--- src/rtl/usb_tx_line_driver.sv ---
// Full-speed USB serial line stage: NRZI encoding, optional bit stuffing, EOP generation.
// Define USB_TX_BITSTUFF_EN to enable in-line bit stuffing with upstream hold.
module usb_tx_line_driver #(
  parameter int EOP_SE0_BITS = 2,
  parameter int EOP_J_BITS   = 1
) (
  input  logic useClk,
  input  logic reset,
  input  logic checkData,
  input  logic txEnable,
  input  logic txBit,
  input  logic txEop,
  output logic txHold,
  output logic dPlus,
  output logic dMinus,
  output logic usbOE,
  output logic txBusy,
  output logic eopDone
);

  typedef enum logic [1:0] {IDLE, DATA, EOP_SE0, EOP_J} state_t;

  state_t     state;
  logic [7:0] eopCnt;
  logic       needRelease;  // txEnable must be seen low before the next packet
`ifdef USB_TX_BITSTUFF_EN
  logic [2:0] ones;
  logic       eopPend;
`else
  assign txHold = 1'b0;
`endif

  assign txBusy = (state != IDLE);

  always_ff @(posedge useClk or posedge reset) begin
    if (reset) begin
      state       <= IDLE;
      eopCnt      <= '0;
      needRelease <= 1'b0;
      dPlus       <= 1'b1;
      dMinus      <= 1'b0;
      usbOE       <= 1'b0;
      eopDone     <= 1'b0;
`ifdef USB_TX_BITSTUFF_EN
      ones        <= '0;
      eopPend     <= 1'b0;
      txHold      <= 1'b0;
`endif
    end else begin
      eopDone <= 1'b0;
      if (checkData) begin
        case (state)
          IDLE: begin
            dPlus  <= 1'b1;
            dMinus <= 1'b0;
            usbOE  <= 1'b0;
`ifdef USB_TX_BITSTUFF_EN
            ones   <= '0;
`endif
            if (!txEnable) begin
              needRelease <= 1'b0;
            end else if (!needRelease) begin
              // First bit is encoded relative to J: 1 keeps J, 0 goes to K.
              state  <= DATA;
              usbOE  <= 1'b1;
              dPlus  <= txBit;
              dMinus <= ~txBit;
`ifdef USB_TX_BITSTUFF_EN
              ones   <= {2'b00, txBit};
`endif
            end
          end

          DATA: begin
`ifdef USB_TX_BITSTUFF_EN
            if (eopPend || (txEop && !txHold)) begin
              dPlus   <= 1'b0;
              dMinus  <= 1'b0;
              state   <= EOP_SE0;
              eopCnt  <= 8'd1;
              eopPend <= 1'b0;
            end else if (txEop) begin
              // Stuff bit goes out first; EOP follows on the next strobe.
              dPlus   <= ~dPlus;
              dMinus  <= ~dMinus;
              txHold  <= 1'b0;
              ones    <= '0;
              eopPend <= 1'b1;
            end else if (!txEnable) begin
              dPlus  <= 1'b1;
              dMinus <= 1'b0;
              usbOE  <= 1'b0;
              txHold <= 1'b0;
              ones   <= '0;
              state  <= IDLE;
            end else if (txHold) begin
              dPlus  <= ~dPlus;
              dMinus <= ~dMinus;
              txHold <= 1'b0;
              ones   <= '0;
            end else if (txBit) begin
              if (ones == 3'd5) txHold <= 1'b1;
              ones <= ones + 3'd1;
            end else begin
              dPlus  <= ~dPlus;
              dMinus <= ~dMinus;
              ones   <= '0;
            end
`else
            if (txEop) begin
              dPlus  <= 1'b0;
              dMinus <= 1'b0;
              state  <= EOP_SE0;
              eopCnt <= 8'd1;
            end else if (!txEnable) begin
              dPlus  <= 1'b1;
              dMinus <= 1'b0;
              usbOE  <= 1'b0;
              state  <= IDLE;
            end else if (!txBit) begin
              dPlus  <= ~dPlus;
              dMinus <= ~dMinus;
            end
`endif
          end

          EOP_SE0: begin
            if (eopCnt >= 8'(EOP_SE0_BITS)) begin
              dPlus  <= 1'b1;
              dMinus <= 1'b0;
              state  <= EOP_J;
              eopCnt <= 8'd1;
            end else begin
              eopCnt <= eopCnt + 8'd1;
            end
          end

          EOP_J: begin
            if (eopCnt >= 8'(EOP_J_BITS)) begin
              usbOE       <= 1'b0;
              eopDone     <= 1'b1;
              state       <= IDLE;
              eopCnt      <= '0;
              needRelease <= txEnable;
            end else begin
              eopCnt <= eopCnt + 8'd1;
            end
          end

          default: state <= IDLE;
        endcase
      end
    end
  end

endmodule

--- config.mk ---
export PLATFORM = sky130hd
export DESIGN_NAME = usb_tx_line_driver
export DESIGN_NICKNAME = d
export VERILOG_FILES = /design/src/rtl/usb_tx_line_driver.sv
export SDC_FILE = /design/constraint.sdc
export NUM_CORES = 1
export LEC_CHECK = 0
export ABC_CLOCK_PERIOD_IN_PS = 4200
export CAP_MARGIN = 20
export CORE_MARGIN = 2
export CORE_UTILIZATION = 57
export CTS_CLUSTER_DIAMETER = 30
export DETAILED_ROUTE_END_ITERATION = 12
export GPL_TIMING_DRIVEN = 0
export PLACE_DENSITY = 0.91
export SLEW_MARGIN = 40
export SYNTH_ARGS = -nofsm -noshare
export SYNTH_HDL_FRONTEND = slang
export SYNTH_SLANG_ARGS = --single-unit
--- constraint.sdc ---
create_clock -name useClk -period 4.2 [get_ports useClk]
set_clock_uncertainty 0.15 [all_clocks]
set_input_delay 0.84 -clock useClk [delete_from_list [all_inputs] [get_ports useClk]]
set_output_delay 0.84 -clock useClk [all_outputs]
set_load 0.02 [all_outputs]
==> flow_metrics.py <==
metrics = {
    "outcome": {
        "status": "finished clean",
    },
    "worst_setup_path": {
        "r2r_slack_ps": 2050,
        "reg2regPathDepth": 6,
        "cp-start-kind": "flip-flop",
        "arrival_ps": 1840,
        "path_max_fanout": 6,
        "crit_chain": "inv_1 -> ha_1 -> inv_1 -> clkdlybuf4s50_1",
        "r2r_end": "eopCnt[0]",
        "critPathKind": "flip-flop to output pin",
        "timing.rr.start": "state[0]",
        "crit_slowest_cell": "clkdlybuf4s50_1",
        "crit_top_cell": "inv_1",
        "slowest_delay_ps": 640,
        "cp-end-kind": "output pin",
        "cp_data_required_time_ps": 3210,
    },
    "power_and_ir_drop": {
        "leakage_nw": 0.5280,
        "powerDensity_mw_per_mm2": 639.4,
        "vdd_drop_max_uv": 377.0,
    },
    "drt": {
        "wl_mm": 1.795,
        "post_drt_wl_per_cell_um": 14.25,
        "first_pass_iters": 4,
        "viasPerCell": 5.976,
        "drc_errors": 0,
        "drtAntennaViolNets": 0,
        "drt_iter0_markers": 25,
        "vias": 753,
    },
    "final_layout": {
        "nNetsFinal": 126,
        "fin_util": 0.7167,
        "fin_cells": 126,
        "diodes": 0,
        "syn2layout_area_growth_pct": 15.42,
        "drive_gt1_frac": 0.1000,
    },
    "cts": {
        "clk_path_buf_depth": 2,
        "cts_tree": "done",
        "postCtsSetupBuffers": 0,
        "cts.hold.buffers_added": 0,
        "numCtsBuffers": 3,
        "clock-sinks": 15,
        "path_clk_slew_ps": 100,
        "cts_resized": 0,
        "htreeDepth": 1,
        "root_buffer": "clkbuf_4",
        "insertion_delay_ps": 290,
    },
    "timing": {
        "worst_hold_slack_ps": 375.9,
        "setup_tns_ps": 0,
        "finalMaxSlewViolations": 0,
        "tightest_slew_ps": 556.5,
        "rsz0062_at_grt": "no",
        "fmax_mhz": 353.6,
        "setup_viol": 0,
        "maxSlewHeadroom": 0.6276,
        "hold_viol": 0,
        "fin_crit_ps": 2828,
        "post-route-period-util": 0.6734,
    },
    "floorplan": {
        "io_pins": 12,
        "die-height_um": 44.98,
        "core_mm2": 0.001541,
        "rows": 14,
        "die_x_um": 44.98,
        "start_util": 0.6209,
        "die_area_mm2": 0.002023,
    },
    "global_routing": {
        "antenna_found_initial": 0,
        "grt_max_degree": 16,
        "grt_pass1_wl_mm": 2.987,
        "grt_pass1_vias": 668,
        "grt_overflow": 0,
        "grtUsageTotal": 0.2094,
    },
    "synthesis": {
        "synth_edf_count": 0,
        "yosysUniqueCellTypes": 35,
        "syn_inst": 96,
        "yosys.area.top_type": "dfrtp_1",
        "syn_nets": 111,
        "ys_warn_count": 0,
        "yosys.area.top_type_share": 0.3660,
        "ys_ff_latch": 15,
        "synth_top_flop_cell": "dfrtp_1",
        "yosys-top-cells-area": "dfrtp_1, ha_1, inv_1",
        "async_flop_share": 1.000,
        "synth_area_per_cell_um2": 9.971,
        "yosysSeqAreaShare": 0.3935,
        "synth_area_um2": 957.2,
    },
    "run": {
        "maxCapViolations": 0,
    },
    "place": {
        "hpwl_mm": 1.323,
        "placement.io_buffers": 10,
        "placedCellCount": 122,
        "gp_congestion": 0.8264,
    },
    "worst_hold_path": {
        "min_to": "usbOE",
        "holdPathStages": 1,
        "hp-start": "usbOE",
        "min_path_type": "flip-flop to flip-flop",
    },
}
==> registers in the layout, indices dropped and copies added (netlist names), named ones only <==
signal       cells
dMinus           1
dPlus            1
eopCnt           8
eopDone          1
needRelease      1
state            1
usbOE            1
==> metal layers <==
metal / global-route usage / wire length, µm / share of wire / up-vias
li1: - / - / - / 372
met1: 0.2776 / 847 / 0.47 / 347
met2: 0.3257 / 827 / 0.46 / 29
met3: 0.04800 / 86 / 0.048 / 5
met4: 0.09412 / 34 / 0.019 / 0
met5: 0 / 0 / 0 / -
==> cells by family (layout without fill, tap and decap cells) <==
kind of cell | count (synthesis) | after routing | share of synthesized area
buf+inv | 10 | 24 | 0.04314
compound gates | 17 | 17 | 0.1425
mux | 5 | 5 | 0.05882
simple gates | 38 | 38 | 0.2314
other cells | 1 | 1 | 0.003918
fa+ha+maj | 9 | 9 | 0.1176
xor+xnor | 1 | 1 | 0.009152
flops | 15 | 15 | 0.3935
==> power by group <==
| part | switching (mW) | total (mW) | internal (mW) |
|---|---|---|---|
| sequential | 0.0445 | 0.235 | 0.190 |
| clock | 0.0504 | 0.0858 | 0.0354 |
| combinational | 0.207 | 0.386 | 0.179 |
==> layout make-up <==
cell class | count | area [µm²]
well taps | 16 | 20.02
inverters | 9 | 33.78
repair buffers | 10 | 100.1
clock inverters | 1 | 5.005
flip-flops and latches | 15 | 376.6
plain buffers | 1 | 7.507
clock buffers | 3 | 22.52
multi-input cells | 71 | 539.3
fillers | 108 | 436.7
==> stage by stage <==
stage               power [mW]  area (µm²)  setup WS, ps
finish                  0.7065        1105          1372
detailed placement      0.6169        1077          1510
CTS                     0.7054        1105          1381
global route            0.7531        1105          1317
global placement        0.6017        1077          1528
floorplan               0.5092       957.2          2198
==> Yosys cell counts (2+ instances only) <==
cell type and number:
nand4_1 2, a31oi_1 3, a21oi_1 2, nor2_1 9, o21ai_0 2, nor3_1 3, nand3_1 3, and3b_1 2
mux2i_1 3, inv_1 9, nor2b_1 2, a41oi_1 2, o211ai_1 2, o22ai_1 2, nand2b_1 2, and3_1 3
dfrtp_1 14, nand2_1 6, ha_1 9
==> critical path: cells and delay by family, from the launching register on <==
kind	cells	cell delay (ps)
adders and majority gates	1	280
buffers and inverters	3	840
DFF	1	430
==> how the worst max path moves through the flow <==
stage	from	to	slack [ps]	depth (start not counted)
floorplan	txEnable	dPlus	2200	3
global placement	checkData	eopCnt[0]	1530	5
detailed placement	checkData	eopCnt[0]	1510	5
CTS	state[0]	txBusy	1380	4
global route	state[0]	txBusy	1320	4
finish	state[0]	txBusy	1370	4
==> cell usage in the layout, fill, tap and decap left out, types with 2 or more instances in the layout <==
cell type / instances
and3_1: 3
and3b_1: 2
nand2_1: 6
a31oi_1: 3
nand4_1: 2
ha_1: 9
clkdlybuf4s50_1: 10
dfrtp_1: 14
nor2b_1: 2
o211ai_1: 2
nand2b_1: 2
nand3_1: 3
a21oi_1: 2
inv_1: 9
o21ai_0: 2
a41oi_1: 2
o22ai_1: 2
nor2_1: 9
nor3_1: 3
mux2i_1: 3
clkbuf_4: 3
No activity file was read; power rests on OpenSTA's default activity.
